[config.mk]
export PLATFORM = sky130hd
export DESIGN_NAME = armleg_run_ctrl_flat
export DESIGN_NICKNAME = d
export VERILOG_FILES = /design/src/rtl/armleg_run_ctrl_if.sv /design/src/rtl/armleg_run_ctrl.sv /design/src/flat_wrapper.sv
export SDC_FILE = /design/constraint.sdc
export NUM_CORES = 1
export LEC_CHECK = 0
export CAP_MARGIN = 25
export CORE_MARGIN = 2
export CORE_UTILIZATION = 55
export DETAILED_ROUTE_END_ITERATION = 6
export DONT_BUFFER_PORTS = 1
export PLACE_DENSITY_LB_ADDON = 0.05
export SETUP_SLACK_MARGIN = 0.2
export SYNTH_ARGS = -nofsm -noshare
export SYNTH_HDL_FRONTEND = slang
export SYNTH_SLANG_ARGS = --single-unit
[constraint.sdc]
create_clock -name clk -period 2.6 [get_ports clk]
set_input_delay 0.13 -clock clk [delete_from_list [all_inputs] [get_ports clk]]
set_output_delay 0.13 -clock clk [all_outputs]
set_load 0.01 [all_outputs]
[src/rtl/armleg_run_ctrl_if.sv]
// rtl/armleg_run_ctrl_if.sv - control/status bundle between a run master and armleg_run_ctrl
//
// Purpose: groups the run-control inputs and the core-facing/status outputs.
// Signals:
//   start       begin a run (honoured in IDLE and HALT)
//   halt_req    stop the current run (honoured in RUN)
//   div_cfg     CH packed divide fields, channel i at [i*DIV_W +: DIV_W]
//   core_rst_n  active-low reset to the core
//   ce          per-channel clock enables
//   running     high while in RUN
//   done        high while in HALT
//   cycle_cnt   RUN cycles of the current/last run
//   halt_cause  bit0 = halt_req, bit1 = budget reached
interface armleg_run_ctrl_if #(
    parameter int CH    = 2,
    parameter int DIV_W = 8,
    parameter int CNT_W = 32
);
    logic                  start;
    logic                  halt_req;
    logic [CH*DIV_W-1:0]   div_cfg;
    logic                  core_rst_n;
    logic [CH-1:0]         ce;
    logic                  running;
    logic                  done;
    logic [CNT_W-1:0]      cycle_cnt;
    logic [1:0]            halt_cause;

    modport master (
        output start, halt_req, div_cfg,
        input  core_rst_n, ce, running, done, cycle_cnt, halt_cause
    );

    modport slave (
        input  start, halt_req, div_cfg,
        output core_rst_n, ce, running, done, cycle_cnt, halt_cause
    );
endinterface

[src/rtl/armleg_run_ctrl.sv]
// rtl/armleg_run_ctrl.sv - ARMLEG run controller: reset sequencing, clock-enable dividers, cycle budget
//
// Purpose: holds the core in reset for RST_CYCLES after a start, then runs it with
// per-channel divided clock enables while counting cycles, and halts on request or
// when the cycle budget is reached.
// Ports:
//   clk    in  system clock, rising edge
//   reset  in  asynchronous active-low reset
//   bus    slave side of armleg_run_ctrl_if (start/halt_req/div_cfg in, status out)
module armleg_run_ctrl #(
    parameter int CH         = 2,
    parameter int DIV_W      = 8,
    parameter int RST_CYCLES = 4,
    parameter int CNT_W      = 32,
    parameter int MAX_CYCLES = 0
) (
    input  logic              clk,
    input  logic              reset,
    armleg_run_ctrl_if.slave  bus
);
    localparam int HOLD_W = $clog2(RST_CYCLES + 1);

    typedef enum logic [1:0] {
        ST_IDLE,
        ST_HOLD,
        ST_RUN,
        ST_HALT
    } state_t;

    state_t              state_q, state_d;
    logic [HOLD_W-1:0]   hold_q, hold_d;
    logic [CH*DIV_W-1:0] div_q, div_d;
    logic [CH*DIV_W-1:0] dcnt_q, dcnt_d;
    logic                core_rst_n_q, core_rst_n_d;
    logic [CH-1:0]       ce_q, ce_d;
    logic                running_q, running_d;
    logic                done_q, done_d;
    logic [CNT_W-1:0]    cycle_cnt_q, cycle_cnt_d;
    logic [1:0]          halt_cause_q, halt_cause_d;

    logic [CNT_W-1:0]    cnt_inc;
    logic                budget_hit;
    logic [DIV_W-1:0]    dcnt_nxt;

    always_comb begin
        state_d      = state_q;
        hold_d       = hold_q;
        div_d        = div_q;
        dcnt_d       = dcnt_q;
        core_rst_n_d = core_rst_n_q;
        ce_d         = '0;
        running_d    = running_q;
        done_d       = done_q;
        cycle_cnt_d  = cycle_cnt_q;
        halt_cause_d = halt_cause_q;
        dcnt_nxt     = '0;

        // Saturating increment; the budget compares against the count this edge produces.
        cnt_inc    = (&cycle_cnt_q) ? cycle_cnt_q : cycle_cnt_q + 1'b1;
        budget_hit = (MAX_CYCLES != 0) && (cnt_inc == CNT_W'(MAX_CYCLES));

        case (state_q)
            ST_IDLE: begin
                if (bus.start) begin
                    state_d = ST_HOLD;
                    hold_d  = HOLD_W'(RST_CYCLES);
                end
            end
            ST_HOLD: begin
                if (hold_q == HOLD_W'(1)) begin
                    // Enter RUN: RUN cycle 0 always carries a ce pulse on every channel.
                    state_d      = ST_RUN;
                    core_rst_n_d = 1'b1;
                    running_d    = 1'b1;
                    ce_d         = '1;
                    div_d        = bus.div_cfg;
                    dcnt_d       = '0;
                end else begin
                    hold_d = hold_q - 1'b1;
                end
            end
            ST_RUN: begin
                cycle_cnt_d = cnt_inc;
                // dcnt holds k mod (d+1) for the current cycle; ce for the next cycle
                // is registered from the advanced count.
                for (int i = 0; i < CH; i++) begin
                    dcnt_nxt = (dcnt_q[i*DIV_W +: DIV_W] == div_q[i*DIV_W +: DIV_W])
                               ? '0 : dcnt_q[i*DIV_W +: DIV_W] + 1'b1;
                    dcnt_d[i*DIV_W +: DIV_W] = dcnt_nxt;
                    ce_d[i] = (dcnt_nxt == '0);
                end
                if (bus.halt_req || budget_hit) begin
                    state_d      = ST_HALT;
                    running_d    = 1'b0;
                    done_d       = 1'b1;
                    halt_cause_d = {budget_hit, bus.halt_req};
                    ce_d         = '0;
                end
            end
            ST_HALT: begin
                // core_rst_n stays high so the frozen core can be inspected.
                if (bus.start) begin
                    state_d      = ST_HOLD;
                    hold_d       = HOLD_W'(RST_CYCLES);
                    core_rst_n_d = 1'b0;
                    done_d       = 1'b0;
                    cycle_cnt_d  = '0;
                    halt_cause_d = 2'b00;
                end
            end
            default: begin
                state_d = ST_IDLE;
            end
        endcase
    end

    always_ff @(posedge clk or negedge reset) begin
        if (!reset) begin
            state_q      <= ST_IDLE;
            hold_q       <= '0;
            div_q        <= '0;
            dcnt_q       <= '0;
            core_rst_n_q <= 1'b0;
            ce_q         <= '0;
            running_q    <= 1'b0;
            done_q       <= 1'b0;
            cycle_cnt_q  <= '0;
            halt_cause_q <= 2'b00;
        end else begin
            state_q      <= state_d;
            hold_q       <= hold_d;
            div_q        <= div_d;
            dcnt_q       <= dcnt_d;
            core_rst_n_q <= core_rst_n_d;
            ce_q         <= ce_d;
            running_q    <= running_d;
            done_q       <= done_d;
            cycle_cnt_q  <= cycle_cnt_d;
            halt_cause_q <= halt_cause_d;
        end
    end

    assign bus.core_rst_n = core_rst_n_q;
    assign bus.ce         = ce_q;
    assign bus.running    = running_q;
    assign bus.done       = done_q;
    assign bus.cycle_cnt  = cycle_cnt_q;
    assign bus.halt_cause = halt_cause_q;
endmodule

[src/flat_wrapper.sv]
// flat-port wrapper written by rule: the top's interface ports become plain ports
module armleg_run_ctrl_flat 
#(
    parameter int CH         = 2,
    parameter int DIV_W      = 8,
    parameter int RST_CYCLES = 4,
    parameter int CNT_W      = 32,
    parameter int MAX_CYCLES = 0
)
  (clk, reset, bus_start, bus_halt_req, bus_div_cfg, bus_core_rst_n, bus_ce, bus_running, bus_done, bus_cycle_cnt, bus_halt_cause);
  armleg_run_ctrl_if #(.CH(CH), .DIV_W(DIV_W), .CNT_W(CNT_W)) bus_i ();
  input  logic clk;
  input  logic reset;
  input wire logic [$bits(bus_i.start)-1:0] bus_start;
  input wire logic [$bits(bus_i.halt_req)-1:0] bus_halt_req;
  input wire logic [$bits(bus_i.div_cfg)-1:0] bus_div_cfg;
  output wire logic [$bits(bus_i.core_rst_n)-1:0] bus_core_rst_n;
  output wire logic [$bits(bus_i.ce)-1:0] bus_ce;
  output wire logic [$bits(bus_i.running)-1:0] bus_running;
  output wire logic [$bits(bus_i.done)-1:0] bus_done;
  output wire logic [$bits(bus_i.cycle_cnt)-1:0] bus_cycle_cnt;
  output wire logic [$bits(bus_i.halt_cause)-1:0] bus_halt_cause;
  assign bus_i.start = bus_start;
  assign bus_i.halt_req = bus_halt_req;
  assign bus_i.div_cfg = bus_div_cfg;
  assign bus_core_rst_n = bus_i.core_rst_n;
  assign bus_ce = bus_i.ce;
  assign bus_running = bus_i.running;
  assign bus_done = bus_i.done;
  assign bus_cycle_cnt = bus_i.cycle_cnt;
  assign bus_halt_cause = bus_i.halt_cause;
  armleg_run_ctrl #(.CH(CH), .DIV_W(DIV_W), .RST_CYCLES(RST_CYCLES), .CNT_W(CNT_W), .MAX_CYCLES(MAX_CYCLES)) u_core (.clk(clk), .reset(reset), .bus(bus_i));
endmodule
==> Yosys cells after proc, flatten, opt, wreduce, memory -nomap -nowiden <==
Index checks and enable logic that the tools add are counted.
{ "totals": {"regBits": 76, "inputBits": 20, "word_cells": 70} }
{ "classes": {"addsub": 4, "n_eq_ne": 12, "n_mux": 27, "n_reduce_logical": 17} }
{ "op_table": {"columns": ["op", "n"], "rows": [
  ["32-bit 2-to-1 mux", 2],
  ["32-bit case mux with 2 select lines", 1],
  ["32-bit by 1-bit adder with 32-bit output, second input constant", 1],
  ["16-bit case mux with 2 select lines", 1],
  ["32-bit AND reduction", 1],
  ["3-bit AND reduction", 6],
  ["8-bit by 1-bit adder with 8-bit output, second input constant", 2],
  ["8-bit == test", 2],
  ["8-bit zero test", 2],
  ["16-bit 2-to-1 mux", 1],
  ["8-bit 2-to-1 mux", 2],
  ["2-bit 2-to-1 mux", 7],
  ["2-bit != test, second input constant", 4],
  ["2-bit case mux with 2 select lines", 2],
  ["2-bit nonzero test", 4],
  ["3-bit 2-to-1 mux", 2],
  ["1-bit case mux with 2 select lines", 3],
  ["2-bit case mux with 3 select lines", 1],
  ["3-bit case mux with 2 select lines", 1],
  ["2-bit == test, second input constant", 2],
  ["1-bit 2-to-1 mux", 4],
  ["2-bit by 1-bit != test with 1-bit output, second input constant", 2],
  ["2-bit AND reduction", 2],
  ["3-bit by 1-bit == test with 1-bit output, second input constant", 1],
  ["other kinds (4)", 4]
]} }

==> Longest topological paths before layout <==
Gate-level depths: netlist of the first run.
{ "logic_depth": {"depth_word": 5, "ltp_mapped": 9, "mapped_depth_nobuf": 7} }

==> Worst setup path before layout of the first run <==
OpenSTA, ideal clock, no wires.
{ "synth_timing": {"path_type": "flip-flop to flip-flop", "startpoint": "register u_core.cycle_cnt_q[0], in the netlist u_core.bus.cycle_cnt[0]", "endpoint": "register u_core.cycle_cnt_q[21], in the netlist u_core.bus.cycle_cnt[21]", "setup_ns": 0.124, "arrival_ns": 1.917, "required_time_ns": 2.476, "path_slack_ns": 0.559, "path_stages_with_launch": 8, "path_buffers": 1, "path_cell_list": "dfrtp_1 > ha_1 > nand3_2 > or3_1 > o31ai_4 > buf_6 > nor4_1 > a211o_1"} }
{ "synth_between": {"elab_chain_cells": 3, "elab_cells_between_ends": 6, "classes_between": "add/sub (1); eq/ne (1); mux (2); reduce/logical (2)"} }
{ "synth_lines": {"columns": ["element", "line", "rtl"], "rows": [
  ["from (decl)", "armleg_run_ctrl.sv:38", "logic [CNT_W-1:0] cycle_cnt_q, cycle_cnt_d;"],
  ["from (signal assigned)", "armleg_run_ctrl.sv:138", "cycle_cnt_q <= cycle_cnt_d;"],
  ["32-bit by 1-bit adder with 32-bit output / 32-bit AND reduction (equally long branches)", "armleg_run_ctrl.sv:59", "cnt_inc = (&cycle_cnt_q) ? cycle_cnt_q : cycle_cnt_q + 1'b1;"],
  ["32-bit 2-to-1 mux / 2-bit != test (equally long branches)", null, null],
  ["32-bit case mux with 2 select lines / 3-bit AND reduction (equally long branches)", null, null]
]} }
Parallel ways exist; a longest one is shown, timed or not. The select of a mux whose other input is x is not followed.
A chain may end at the register's enable or synchronous reset.

==> Worst setup path after layout of the first run <==
{ "layout_timing": {"startpoint": "register u_core.cycle_cnt_q[1], in the netlist u_core.bus.cycle_cnt[1]", "endpoint": "register u_core.cycle_cnt_q[21], in the netlist u_core.bus.cycle_cnt[21]"} }
The elaborated chain is that of the path after synthesis.

==> results of run 1 <==
-- cell usage in the layout, fill, tap and decap left out, types with 2 or more instances in the layout --
cell type,count
sky130_fd_sc_hd__o211ai_1,3
sky130_fd_sc_hd__ha_1,8
sky130_fd_sc_hd__dfrtp_1,74
sky130_fd_sc_hd__xor2_1,19
sky130_fd_sc_hd__a31oi_1,13
sky130_fd_sc_hd__nor3_1,14
sky130_fd_sc_hd__a22o_1,2
sky130_fd_sc_hd__nor2_1,24
sky130_fd_sc_hd__a21oi_1,19
sky130_fd_sc_hd__dlygate4sd3_1,18
sky130_fd_sc_hd__or4_1,12
sky130_fd_sc_hd__o21ai_0,35
sky130_fd_sc_hd__mux2i_1,12
sky130_fd_sc_hd__or3_1,4
sky130_fd_sc_hd__nand3b_1,6
sky130_fd_sc_hd__a21o_1,2
sky130_fd_sc_hd__nand4_1,12
sky130_fd_sc_hd__nand3_1,29
sky130_fd_sc_hd__nand2_1,106
sky130_fd_sc_hd__clkbuf_8,12
sky130_fd_sc_hd__or2_2,2
sky130_fd_sc_hd__and2_1,2
sky130_fd_sc_hd__inv_1,10
sky130_fd_sc_hd__a41oi_1,3
sky130_fd_sc_hd__nor4_1,5
sky130_fd_sc_hd__nand2b_1,8
sky130_fd_sc_hd__buf_4,16
sky130_fd_sc_hd__o22ai_1,2
sky130_fd_sc_hd__o21ai_1,2
sky130_fd_sc_hd__bufinv_16,2
sky130_fd_sc_hd__and3_1,16
sky130_fd_sc_hd__xnor2_1,5
sky130_fd_sc_hd__nor2b_1,2
-- worst reg2reg max path, delay by kind of cell, from the launching register on --
family / cells / cell delay (ns)
and+or+nand+nor: 3 / 0.68
AOI/OAI and AO/OA: 2 / 0.50
DFF: 1 / 0.47
adders and majority gates: 1 / 0.25
buffers and inverters: 1 / 0.21
-- what timing repair did --
item | 4_1_cts | 5_1_grt
endpoints found under the hold margin | 91 | 0
hold buffers | 19 | 0
setup endpoints to repair | 0 | 8
resized for setup | 0 | 1
-- logic make-up after synthesis --
group           count (synthesis)
fa+ha+maj                       8
simple gates                  250
mux                            13
xor+xnor                       24
compound gates                 90
buf+inv                        40
other cells                     1
flops                          74
-- flip-flops by register name, summed over array words and instances (netlist names) --
register,cells
u_core.bus.ce,2
u_core.bus.core_rst_n,1
u_core.bus.cycle_cnt,32
u_core.bus.halt_cause,1
u_core.bus.running,1
u_core.dcnt_q,16
u_core.div_q,16
u_core.hold_q,3
u_core.state_q,2
-- per-stage QoR --
stage	setup slack, ns	utilization, %
6_report	0.389	63.3
4_1_cts	0.327	63.3
5_1_grt	0.233	63.3
2_1_floorplan	0.559	-
3_5_place_dp	0.326	57.4
3_3_place_gp	0.399	57.4
-- power by group through the flow --
stage	combinational, µW	clock [µW]	sequential, µW
final	1860	1060	2180
after floorplan	1370	0	2090
after global routing	2140	1130	2260
after detailed placement	1800	0	2190
after global placement	1730	0	2170
after CTS	1860	1070	2170
-- worst min-delay path by stage --
stage               cells after the start  slack, ns          from                              endpoint
finish                                  2      0.004  bus_halt_req  u_core.bus.halt_cause[0]$_DFFE_PN0P_
detailed placement                      0      -0.16         reset  u_core.bus.cycle_cnt[29]$_DFFE_PN0P_
floorplan                               0      -0.17         reset            u_core.bus.ce[0]$_DFF_PN0_
global placement                        0      -0.16         reset  u_core.bus.cycle_cnt[24]$_DFFE_PN0P_
global route                            2       0.01  bus_halt_req  u_core.bus.halt_cause[0]$_DFFE_PN0P_
CTS                                     2      0.002  bus_halt_req  u_core.bus.halt_cause[0]$_DFFE_PN0P_
-- layout make-up --
cell class	instances	share of cell area [%]
Multi-Input combinational cell	386	46.0
Timing Repair Buffer	37	7.42
Inverter	10	0.775
Clock inverter	3	1.42
Sequential cell	74	38.3
Clock buffer	13	3.49
Tap cell	102	2.64
-- metal layers --
layer	global-route usage, %	vias to the layer above	wire length [µm]
li1	-	1811	-
met1	36.7	1753	4680
met2	37.6	123	4580
met3	4.52	17	655
met4	9.08	0	183
met5	0	-	0
==> impl_table.tex, run 1 <==
\begin{tabular}{lr}
\hline
Metric & Value \\
\hline
\multicolumn{2}{l}{\textbf{Status}} \\
\quad Run status & finished clean \\
\multicolumn{2}{l}{\textbf{Synthesis}} \\
\quad Mapped Avg Cell Area & 8.56 µm² \\
\quad Area share of fa/ha/maj cells after synthesis & 2.34\% \\
\quad Combinational family with the most area after synthesis & simple AND/OR/NAND/NOR gates \\
\quad Number of distinct library cells after synthesis & 53 \\
\quad Most common cell in the synthesized netlist & sky130\_fd\_sc\_hd\_\_nand2\_1 \\
\quad Cells after Synth & 500 \\
\quad Yosys top cell by area & sky130\_fd\_sc\_hd\_\_dfrtp\_1 \\
\quad Fraction of the mapped netlist area in simple logic gates & 28.9\% \\
\quad Biggest area contributors in the synthesized netlist & sky130\_fd\_sc\_hd\_\_dfrtp\_1 (43\%), sky130\_fd\_sc\_hd\_\_nand2\_1 (9.3\%), sky130\_fd\_sc\_hd\_\_o21ai\_0 (4.1\%) \\
\quad Cell area after technology mapping & 4280 µm² \\
\quad Predominant post-synthesis flop cell & sky130\_fd\_sc\_hd\_\_dfrtp\_1 \\
\quad Number of enable flip-flop cells after synthesis & 0 \\
\quad Synth top cells by count & sky130\_fd\_sc\_hd\_\_nand2\_1 (106), sky130\_fd\_sc\_hd\_\_dfrtp\_1 (74), sky130\_fd\_sc\_hd\_\_o21ai\_0 (35) \\
\quad FF+latch count, synth & 74 \\
\quad Count of warnings emitted by yosys & 0 \\
\quad Synth Area in Compound Gates & 12.7\% \\
\quad XOR/XNOR share of the synthesized area & 4.91\% \\
\quad Area share of the largest cell type after synthesis & 43.3\% \\
\quad Part of the Yosys area used for sequential elements & 43.3\% \\
\quad Post-Syn Nets & 528 \\
\quad Share of synthesized registers carrying an async set or reset & 100\% \\
\quad Multiplexer share of the synthesized area & 3.07\% \\
\multicolumn{2}{l}{\textbf{Timing}} \\
\quad Slew at the pin closest to its max-slew limit & 0.846 ns \\
\quad Final-report setup violation count & 0 \\
\quad Max Clock Freq & 0.452 GHz \\
\quad Post-route worst hold slack & 0.00364 ns \\
\quad RSZ-0062 raised after global routing & no \\
\quad Period utilisation layout & 85.1\% \\
\quad Worst rel slew slack & 43.6\% \\
\quad Period minus WS final & 2.21 ns \\
\quad Post-route setup TNS & 0 ns \\
\quad Hold violation count in the final report & 0 \\
\quad Final-report max-slew violation count & 0 \\
\quad Worst setup skew after layout & 0.0123 ns \\
\multicolumn{2}{l}{\textbf{Routing}} \\
\quad Vias per cell & 5.93 \\
\quad WL/cell & 16.2 µm \\
\quad Total wire length after detailed routing & 10100 µm \\
\quad Post-route DRC violation count & 0 \\
\quad Initial detailed-routing violation count & 205 \\
\quad Via count & 3704 \\
\quad Detailed-router iteration count before antenna repair & 6 \\
\quad Post-route ant nets & 0 \\
\multicolumn{2}{l}{\textbf{Final layout}} \\
\quad Fraction of final layout cells with drive strength greater than 1 & 8.22\% \\
\quad Antenna Diode Count & 0 \\
\quad Area growth from synthesis to final layout & 13.1\% \\
\quad Final cell count without fillers & 625 \\
\quad Number of nets in the final layout & 546 \\
\quad Storage element area & 1850 µm² \\
\quad Count of fill cells added during filler insertion & 672 \\
\quad Footprint of the multi-input gates & 2230 µm² \\
\quad Cell area after layout & 4840 µm² \\
\multicolumn{2}{l}{\textbf{Clocking}} \\
\quad Number of buffers on the longest clock path & 2 \\
\quad Buffer type at the clock tree root & sky130\_fd\_sc\_hd\_\_clkbuf\_8 \\
\quad Post-CTS repair timing setup buffer count & 0 \\
\quad Cts bufs inserted & 9 \\
\quad Clock-pin slew on the worst setup and hold paths & 0.08 ns \\
\quad H-tree depth & 3 \\
\quad CTS tree & yes \\
\quad Clock latency reported for the late side of the worst-skew pair & 0.36 ns \\
\quad Clk sinks & 74 \\
\multicolumn{2}{l}{\textbf{Place}} \\
\quad Number of port buffers & 0 \\
\quad Cell Count Post-Placement & 590 \\
\quad Cell area after placement & 4390 µm² \\
\quad Final weighted congestion in routability-driven placement & 0.845 \\
\quad Final HPWL DP & 6710 µm \\
\multicolumn{2}{l}{\textbf{Setup path}} \\
\quad Timing endpoint of the critical path & u\_core.bus.cycle\_cnt[21]\$\_DFFE\_PN0P\_ \\
\quad Required time of the worst setup path & 2.85 ns \\
\quad Worst path top cell family by delay & simple AND/OR/NAND/NOR gates \\
\quad Register-to-register setup slack & 0.39 ns \\
\quad Slowest stage cell, crit path & sky130\_fd\_sc\_hd\_\_or3\_1 \\
\quad Critical path capture point type & flop \\
\quad Setup crit start kind & flop \\
\quad Worst reg2reg startpoint & u\_core.bus.cycle\_cnt[1]\$\_DFFE\_PN0P\_ \\
\quad Critical Path Stages & 7 \\
\quad Arrival time of data at the critical path endpoint & 2.46 ns \\
\quad Series of cell instances along the critical path & ha\_1, nand3\_2, or3\_1, o31ai\_4, buf\_4, nor4\_1, a211o\_1 \\
\quad Endpoint of the worst-slack reg-to-reg timing path & u\_core.bus.cycle\_cnt[21]\$\_DFFE\_PN0P\_ \\
\quad WS Path Type & reg2reg \\
\quad Startpoint of the most critical setup path & u\_core.bus.cycle\_cnt[1]\$\_DFFE\_PN0P\_ \\
\quad Stage delay of the slowest cell on the critical path & 0.48 ns \\
\quad Maximum fanout encountered on the critical timing path & 10 \\
\quad Number of buffers and inverters on the critical path & 1 \\
\quad FF-to-FF path depth & 7 \\
\multicolumn{2}{l}{\textbf{Floorplan}} \\
\quad Count of pins on the block boundary & 59 \\
\quad Area of the core region & 7650 µm² \\
\quad Area enclosed by the die boundary & 8500 µm² \\
\quad Width of the die & 92.2 µm \\
\quad Die boundary height & 92.2 µm \\
\quad Placement Rows & 32 \\
\quad Initial core utilization & 56.0\% \\
\multicolumn{2}{l}{\textbf{Global route}} \\
\quad Total congestion overflow after global routing & 0 \\
\quad Global-route wire length before repair & 17100 µm \\
\quad GR Util All Layers & 25.1\% \\
\quad Largest net degree at the start of global routing & 75 \\
\quad Vias in the first global route & 3453 \\
\quad Number of antenna violations at the first check in global routing & 0 \\
\multicolumn{2}{l}{\textbf{Pwr}} \\
\quad Total Power Consumption & 5100 µW \\
\quad Switching Power & 2160 µW \\
\quad Flop pwr share & 42.7\% \\
\quad Portion of total power attributed to combinational logic & 36.5\% \\
\quad Switch share & 42.2\% \\
\quad Part of the total power dissipated in the clock network & 20.8\% \\
\quad Peak supply drop & 0.490 mV \\
\quad Power density over the cells & 1050 nW/µm² \\
\quad Pint & 2950 µW \\
\quad Static leakage & 0.00219 µW \\
\multicolumn{2}{l}{\textbf{Worst hold path}} \\
\quad HP Class & in2reg \\
\multicolumn{2}{l}{\textbf{Job}} \\
\quad Max-Cap Viols & 0 \\
\hline
\end{tabular}
No activity file was read; power rests on OpenSTA's default activity.
==> run 2: changes to the inputs <==
BUFFER_PORTS_ARGS = -buffer_cell sky130_fd_sc_hd__buf_2   (was unset)
DONT_BUFFER_PORTS = unset   (was 1)
==> impl_table.tex, run 2 (synthesized netlist as in run 1, its figures left out) <==
\begin{tabular}{lr}
\hline
Metric & Value \\
\hline
\multicolumn{2}{l}{\textbf{Final layout}} \\
\quad Fraction of final layout cells with drive strength greater than 1 & 16.7\% \\
\quad Final cell count without fillers & 676 \\
\quad Count of fill cells added during filler insertion & 685 \\
\quad Core Util, Final & 65.6\% \\
\quad Antenna Diode Count & 0 \\
\quad Area growth from synthesis to final layout & 17.2\% \\
\quad Commonest non-fill, non-tap cell in the layout & sky130\_fd\_sc\_hd\_\_nand2\_1 \\
\quad Commonest cells after routing, fill and taps aside & sky130\_fd\_sc\_hd\_\_nand2\_1 (106), sky130\_fd\_sc\_hd\_\_dfrtp\_1 (74), sky130\_fd\_sc\_hd\_\_buf\_2 (57) \\
\quad Flip-flop count of the largest register, all copies and words added & 32 \\
\quad Number of nets in the final layout & 597 \\
\multicolumn{2}{l}{\textbf{Timing}} \\
\quad Worst setup skew after layout & 0.0122 ns \\
\quad Post-route setup TNS & 0 ns \\
\quad Fin worst setup slack & 0.409 ns \\
\quad Max Clock Freq & 0.457 GHz \\
\quad Final-report max-slew violation count & 0 \\
\quad Hold violation count in the final report & 0 \\
\quad RSZ-0062 raised after global routing & no \\
\quad Period minus WS final & 2.19 ns \\
\quad Slew at the pin closest to its max-slew limit & 0.837 ns \\
\quad Period utilisation layout & 84.3\% \\
\quad Final-report setup violation count & 0 \\
\quad Worst rel slew slack & 44.2\% \\
\multicolumn{2}{l}{\textbf{Setup path}} \\
\quad Startpoint of the most critical setup path & u\_core.bus.cycle\_cnt[0]\$\_DFFE\_PN0P\_ \\
\quad Stage delay of the slowest cell on the critical path & 0.49 ns \\
\quad Worst reg2reg startpoint & u\_core.bus.cycle\_cnt[0]\$\_DFFE\_PN0P\_ \\
\quad Timing endpoint of the critical path & u\_core.bus.cycle\_cnt[14]\$\_DFFE\_PN0P\_ \\
\quad Register-to-register setup slack & 0.41 ns \\
\quad Critical path capture point type & flop \\
\quad FF-to-FF path depth & 7 \\
\quad Required time of the worst setup path & 2.84 ns \\
\quad Setup crit start kind & flop \\
\quad Arrival time of data at the critical path endpoint & 2.43 ns \\
\quad Slowest stage cell, crit path & sky130\_fd\_sc\_hd\_\_or3\_1 \\
\quad Series of cell instances along the critical path & ha\_1, nand3\_2, or3\_1, o31ai\_4, buf\_4, or4\_1, nand3\_1 \\
\quad WS Path Type & reg2reg \\
\quad Endpoint of the worst-slack reg-to-reg timing path & u\_core.bus.cycle\_cnt[14]\$\_DFFE\_PN0P\_ \\
\quad Maximum fanout encountered on the critical timing path & 25 \\
\multicolumn{2}{l}{\textbf{Clocking}} \\
\quad Clock-pin slew on the worst setup and hold paths & 0.08 ns \\
\quad Clk sinks & 74 \\
\quad Clock latency reported for the late side of the worst-skew pair & 0.36 ns \\
\quad CTS tree & yes \\
\quad Number of buffers on the longest clock path & 2 \\
\quad Buffer type at the clock tree root & sky130\_fd\_sc\_hd\_\_clkbuf\_8 \\
\quad Number of hold buffers added after cts & 17 \\
\quad Cts bufs inserted & 9 \\
\quad Post-CTS repair timing setup buffer count & 0 \\
\quad H-tree depth & 3 \\
\quad Cts repair resizes & 0 \\
\multicolumn{2}{l}{\textbf{Place}} \\
\quad Final weighted congestion in routability-driven placement & 0.855 \\
\quad Worst slack at placement & 0.432 ns \\
\quad Cell Count Post-Placement & 643 \\
\quad Number of port buffers & 57 \\
\quad Final HPWL DP & 6840 µm \\
\multicolumn{2}{l}{\textbf{Floorplan}} \\
\quad Die boundary height & 92.2 µm \\
\quad Initial core utilization & 56.0\% \\
\quad Placement Rows & 32 \\
\quad Width of the die & 92.2 µm \\
\quad Count of pins on the block boundary & 59 \\
\quad Area enclosed by the die boundary & 8500 µm² \\
\quad Area of the core region & 7650 µm² \\
\multicolumn{2}{l}{\textbf{Routing}} \\
\quad Initial detailed-routing violation count & 203 \\
\quad Total wire length after detailed routing & 10100 µm \\
\quad WL/cell & 15.0 µm \\
\quad Detailed-router iteration count before antenna repair & 4 \\
\quad Vias per cell & 5.75 \\
\quad Via count & 3890 \\
\quad Post-route ant nets & 0 \\
\quad Post-route DRC violation count & 0 \\
\multicolumn{2}{l}{\textbf{Pwr}} \\
\quad Peak supply drop & 0.551 mV \\
\quad Power density over the cells & 1020 nW/µm² \\
\quad Static leakage & 0.00235 µW \\
\multicolumn{2}{l}{\textbf{Global route}} \\
\quad Largest net degree at the start of global routing & 49 \\
\quad Total congestion overflow after global routing & 0 \\
\quad Vias in the first global route & 3575 \\
\quad Global-route wire length before repair & 17100 µm \\
\quad Number of antenna violations at the first check in global routing & 0 \\
\quad GR Util All Layers & 25.1\% \\
\multicolumn{2}{l}{\textbf{Status}} \\
\quad Run status & finished clean \\
\multicolumn{2}{l}{\textbf{Worst hold path}} \\
\quad HP Class & in2reg \\
\multicolumn{2}{l}{\textbf{Job}} \\
\quad Max-Cap Viols & 0 \\
\hline
\end{tabular}
## run 2: how the worst min path moves through the flow
stage | startpoint | endpoint | slack [ns] | cells after the start
5_1_grt | bus_halt_req | u_core.bus.running$_DFFE_PN0P_ | 0.13 | 4
3_5_place_dp | reset | u_core.bus.cycle_cnt[26]$_DFFE_PN0P_ | 0.19 | 1
4_1_cts | bus_halt_req | u_core.bus.running$_DFFE_PN0P_ | 0.09 | 4
2_1_floorplan | reset | u_core.bus.ce[0]$_DFF_PN0_ | -0.17 | 0
3_3_place_gp | reset | u_core.bus.cycle_cnt[26]$_DFFE_PN0P_ | 0.18 | 1
6_report | bus_halt_req | u_core.bus.running$_DFFE_PN0P_ | 0.10 | 4
## run 2: layout make-up
type / count / area, µm² / share of cell area (%)
sequential: 74 / 1850 / 36.9
multi-input combinational: 386 / 2230 / 44.4
timing repair buffer: 88 / 573 / 11.4
clock buffer: 9 / 124 / 2.47
tap: 102 / 128 / 2.54
clock inverter: 7 / 77.6 / 1.55
inverter: 10 / 37.5 / 0.748
## run 2: power breakdown
group | internal, µW | switching [µW] | leakage [µW]
clock network | 450 | 485 | 0.0000885
logic | 862 | 1210 | 0.00136
registers | 1580 | 518 | 0.000910
total | 2890 | 2220 | 0.00235
## run 2: layer usage
metal / vias to the layer above / GRT usage, % / routed length (µm)
li1: 1912 / - / -
met1: 1863 / 36.9 / 4950
met2: 105 / 38.2 / 4550
met3: 10 / 4.68 / 525
met4: 0 / 6.47 / 94
met5: - / 0 / 0
## run 2: metrics by stage
stage | cell area, µm² | power (µW) | hold WS [ns]
after floorplan | 4280 | 3470 | -0.166
after global placement | 4650 | 4090 | 0.178
after detailed placement | 4650 | 4170 | 0.192
final | 5020 | 5100 | 0.103
after CTS | 5020 | 5130 | 0.0861
after global routing | 5020 | 5530 | 0.125
## run 2: worst max-delay path: cells and delay by family, from the launching register on
kind	cells	cell delay, ns
AND/OR/NAND/NOR	4	0.86
flip-flops	1	0.42
buffers and inverters	1	0.30
AO/OA/AOI/OAI	1	0.26
adder cells (fa/ha/maj)	1	0.23
==> run 3: changes to the inputs <==
ABC_AREA = 1   (was unset)
CORE_UTILIZATION = 52   (was 55)
clock period = 1.8 ns   (was 2.6 ns; I/O delays follow)
==> impl_table.tex, run 3 <==
\begin{tabular}{lr}
\hline
Metric & Value \\
\hline
\multicolumn{2}{l}{\textbf{Timing}} \\
\quad Max Clock Freq & 0.540 GHz \\
\quad RSZ-0062 raised after global routing & yes \\
\quad Period utilisation layout & 103\% \\
\quad Post-route worst hold slack & 0.122 ns \\
\quad Fin worst setup slack & -0.0517 ns \\
\quad Hold violation count in the final report & 0 \\
\quad Period minus WS final & 1.85 ns \\
\quad Final-report setup violation count & 12 \\
\quad Final-report max-slew violation count & 0 \\
\quad Worst setup skew after layout & 0.00964 ns \\
\multicolumn{2}{l}{\textbf{Synthesis}} \\
\quad Area share of the largest cell type after synthesis & 42.5\% \\
\quad Number of enable flip-flop cells after synthesis & 0 \\
\quad FF+latch count, synth & 74 \\
\quad Number of distinct library cells after synthesis & 33 \\
\quad Part of the Yosys area used for sequential elements & 42.5\% \\
\quad Cells after Synth & 596 \\
\quad Most common cell in the synthesized netlist & sky130\_fd\_sc\_hd\_\_nand2\_1 \\
\quad Cell area after technology mapping & 4360 µm² \\
\quad Synth top cells by count & sky130\_fd\_sc\_hd\_\_nand2\_1 (176), sky130\_fd\_sc\_hd\_\_dfrtp\_1 (74), sky130\_fd\_sc\_hd\_\_inv\_1 (65) \\
\quad Biggest area contributors in the synthesized netlist & sky130\_fd\_sc\_hd\_\_dfrtp\_1 (42\%), sky130\_fd\_sc\_hd\_\_nand2\_1 (15\%), sky130\_fd\_sc\_hd\_\_inv\_1 (5.6\%) \\
\quad Mapped Avg Cell Area & 7.31 µm² \\
\quad Predominant post-synthesis flop cell & sky130\_fd\_sc\_hd\_\_dfrtp\_1 \\
\quad Count of warnings emitted by yosys & 0 \\
\quad Post-Syn Nets & 624 \\
\quad Yosys top cell by area & sky130\_fd\_sc\_hd\_\_dfrtp\_1 \\
\quad Share of synthesized registers carrying an async set or reset & 100\% \\
\multicolumn{2}{l}{\textbf{Routing}} \\
\quad Post-route ant nets & 0 \\
\quad Vias per cell & 5.60 \\
\quad WL/cell & 16.7 µm \\
\quad Total wire length after detailed routing & 14500 µm \\
\quad Wire length on met3 & 1160 µm \\
\quad Post-route DRC violation count & 0 \\
\quad Detailed-router iteration count before antenna repair & 5 \\
\quad Detail Route met2 WL & 6790 µm \\
\quad Initial detailed-routing violation count & 352 \\
\quad Via count & 4857 \\
\quad Met1 Routed Length & 6090 µm \\
\quad Top routing layer in use & met4 \\
\multicolumn{2}{l}{\textbf{Clocking}} \\
\quad Buffer type at the clock tree root & sky130\_fd\_sc\_hd\_\_clkbuf\_8 \\
\quad Number of buffers on the longest clock path & 2 \\
\quad Clock-pin slew on the worst setup and hold paths & 0.08 ns \\
\quad CTS tree & yes \\
\quad Cts bufs inserted & 9 \\
\quad Clock latency reported for the late side of the worst-skew pair & 0.36 ns \\
\quad H-tree depth & 3 \\
\quad Clk sinks & 74 \\
\multicolumn{2}{l}{\textbf{Place}} \\
\quad Final weighted congestion in routability-driven placement & 0.940 \\
\quad Final HPWL DP & 8400 µm \\
\quad Number of port buffers & 57 \\
\multicolumn{2}{l}{\textbf{Pwr}} \\
\quad Static leakage & 0.00308 µW \\
\quad Part of the total power dissipated in the clock network & 16.1\% \\
\quad Switch share & 41.9\% \\
\quad Portion of total power attributed to combinational logic & 55.2\% \\
\quad Peak supply drop & 0.929 mV \\
\quad Switching Power & 3830 µW \\
\quad Power density over the cells & 1380 nW/µm² \\
\quad Total Power Consumption & 9140 µW \\
\quad Flop pwr share & 28.7\% \\
\quad Pint & 5310 µW \\
\multicolumn{2}{l}{\textbf{Global route}} \\
\quad Vias in the first global route & 4266 \\
\quad GR Util All Layers & 28.4\% \\
\quad Largest net degree at the start of global routing & 44 \\
\quad Total congestion overflow after global routing & 0 \\
\quad Number of antenna violations at the first check in global routing & 0 \\
\quad Global-route wire length before repair & 20200 µm \\
\multicolumn{2}{l}{\textbf{Final layout}} \\
\quad Area growth from synthesis to final layout & 51.6\% \\
\quad Fraction of final layout cells with drive strength greater than 1 & 38.5\% \\
\quad Commonest non-fill, non-tap cell in the layout & sky130\_fd\_sc\_hd\_\_nand2\_1 \\
\quad Antenna Diode Count & 0 \\
\quad Count of fill cells added during filler insertion & 505 \\
\quad Core Util, Final & 80.8\% \\
\quad Flip-flop count of the largest register, all copies and words added & 32 \\
\quad Number of nets in the final layout & 787 \\
\quad Commonest cells after routing, fill and taps aside & sky130\_fd\_sc\_hd\_\_nand2\_1 (147), sky130\_fd\_sc\_hd\_\_dfrtp\_1 (66), sky130\_fd\_sc\_hd\_\_buf\_4 (59) \\
\multicolumn{2}{l}{\textbf{Setup path}} \\
\quad WS Path Type & reg2reg \\
\quad Register-to-register setup slack & -0.05 ns \\
\quad Worst reg2reg startpoint & u\_core.bus.cycle\_cnt[14]\$\_DFFE\_PN0P\_ \\
\quad Maximum fanout encountered on the critical timing path & 5 \\
\quad Setup crit start kind & flop \\
\quad Startpoint of the most critical setup path & u\_core.bus.cycle\_cnt[14]\$\_DFFE\_PN0P\_ \\
\quad FF-to-FF path depth & 11 \\
\quad Critical path capture point type & flop \\
\quad Timing endpoint of the critical path & u\_core.bus.cycle\_cnt[19]\$\_DFFE\_PN0P\_ \\
\quad Endpoint of the worst-slack reg-to-reg timing path & u\_core.bus.cycle\_cnt[19]\$\_DFFE\_PN0P\_ \\
\quad Arrival time of data at the critical path endpoint & 2.14 ns \\
\quad Required time of the worst setup path & 2.09 ns \\
\multicolumn{2}{l}{\textbf{Job}} \\
\quad Max-Cap Viols & 0 \\
\multicolumn{2}{l}{\textbf{Floorplan}} \\
\quad Placement Rows & 33 \\
\quad Width of the die & 95.5 µm \\
\quad Area enclosed by the die boundary & 9130 µm² \\
\quad Die boundary height & 95.5 µm \\
\quad Count of pins on the block boundary & 59 \\
\quad Area of the core region & 8180 µm² \\
\quad Initial core utilization & 53.3\% \\
\multicolumn{2}{l}{\textbf{Status}} \\
\quad Run status & finished, violations left \\
\quad Violated checks & setup timing \\
\multicolumn{2}{l}{\textbf{Worst hold path}} \\
\quad HP Class & in2reg \\
\quad Min-delay src & bus\_halt\_req \\
\hline
\end{tabular}
## run 3: cell count changes after synthesis, sizes merged, moves of 6 or more
cell,delta
nand2b,-8
nor2,+38
xor2,-6
inv,+60
xnor2,+6
mux2i,-12
a31oi,-11
nand2,+71
clkbuf,-12
nand3,+15
o22ai,+12
and3,-16
or4,-13
## run 3: logic make-up after synthesis
group                    count (synthesis)  synth area share [%]
AND/OR/NAND/NOR                        323                  32.1
buffers and inverters                   86                  8.01
AO/OA/AOI/OAI                           80                  10.2
flip-flops                              74                  42.5
XOR/XNOR                                24                  4.82
adder cells (fa/ha/maj)                  8                  2.30
other                                    1                0.0861
## run 3: repair_timing
| action | 4_1_cts | 5_1_grt |
|---|---|---|
| cloned | 4 | 3 |
| setup buffers | 15 | 20 |
| pin swaps | 11 | 36 |
| hold buffers | 18 | 0 |
| endpoints found under the setup margin | 47 | 58 |
| resized for setup | 57 | 132 |
| hold endpoints to repair | 48 | 0 |
## run 3: through the flow
| stage | setup slack, ns | std cells | setup TNS, ns | cell area (µm²) |
|---|---|---|---|---|
| after floorplan | -0.0208 | 596 | -0.0631 | 4400 |
| after global placement | 0.0575 | 793 | 0 | 5140 |
| after detailed placement | 0.0145 | 793 | 0 | 5140 |
| after CTS | 0.0197 | 845 | 0 | 5940 |
| after global routing | -0.155 | 868 | -2.85 | 6610 |
| final | -0.0517 | 868 | -0.291 | 6610 |
## run 3: cell type report
| type | instances | area, µm² | share of cell area, % |
|---|---|---|---|
| Inverter | 71 | 284 | 4.30 |
| Clock inverter | 4 | 76.3 | 1.16 |
| Tap cell | 105 | 131 | 1.99 |
| Clock buffer | 11 | 141 | 2.14 |
| Multi-Input combinational cell | 438 | 2720 | 41.2 |
| Timing Repair Buffer | 165 | 1390 | 21.1 |
| Sequential cell | 74 | 1860 | 28.2 |
## run 3: critical path, cell delays in order, from the launching register on
cell and delay (ns):
sky130_fd_sc_hd__dfrtp_1 0.47, sky130_fd_sc_hd__nand4_1 0.18, sky130_fd_sc_hd__nor2_2 0.21, sky130_fd_sc_hd__nand2_2 0.10, sky130_fd_sc_hd__nor2_4 0.11, sky130_fd_sc_hd__nand2_2 0.09
sky130_fd_sc_hd__nand2_4 0.11, sky130_fd_sc_hd__buf_4 0.12, sky130_fd_sc_hd__buf_6 0.13, sky130_fd_sc_hd__buf_16 0.13, sky130_fd_sc_hd__nand2_1 0.05, sky130_fd_sc_hd__o21ai_1 0.07
## run 3: power groups by stage
stage | Clock, µW | Combinational (µW) | Sequential, µW
floorplan | 0 | 1900 | 2580
global placement | 0 | 2910 | 2530
detailed placement | 0 | 2990 | 2550
CTS | 1470 | 3910 | 2520
global route | 1540 | 5440 | 2680
finish | 1470 | 5040 | 2630
## run 3: metal layers
layer | track usage (%) | vias to the layer above
li1 | - | 2259
met1 | 41.2 | 2303
met3 | 4.19 | 48
met5 | 0 | -
met2 | 44.0 | 247
met4 | 8.33 | 0
## run 3: worst min-delay path by stage
stage | depth (start not counted) | slack, ns | endpoint
2_1_floorplan | 0 | -0.21 | u_core.bus.ce[0]$_DFF_PN0_
3_3_place_gp | 1 | 0.06 | u_core.div_q[9]$_DFFE_PN0P_
3_5_place_dp | 1 | 0.07 | u_core.div_q[9]$_DFFE_PN0P_
4_1_cts | 4 | 0.16 | u_core.bus.halt_cause[0]$_DFFE_PN0P_
5_1_grt | 4 | 0.16 | u_core.bus.running$_DFFE_PN0P_
6_report | 4 | 0.12 | u_core.bus.running$_DFFE_PN0P_
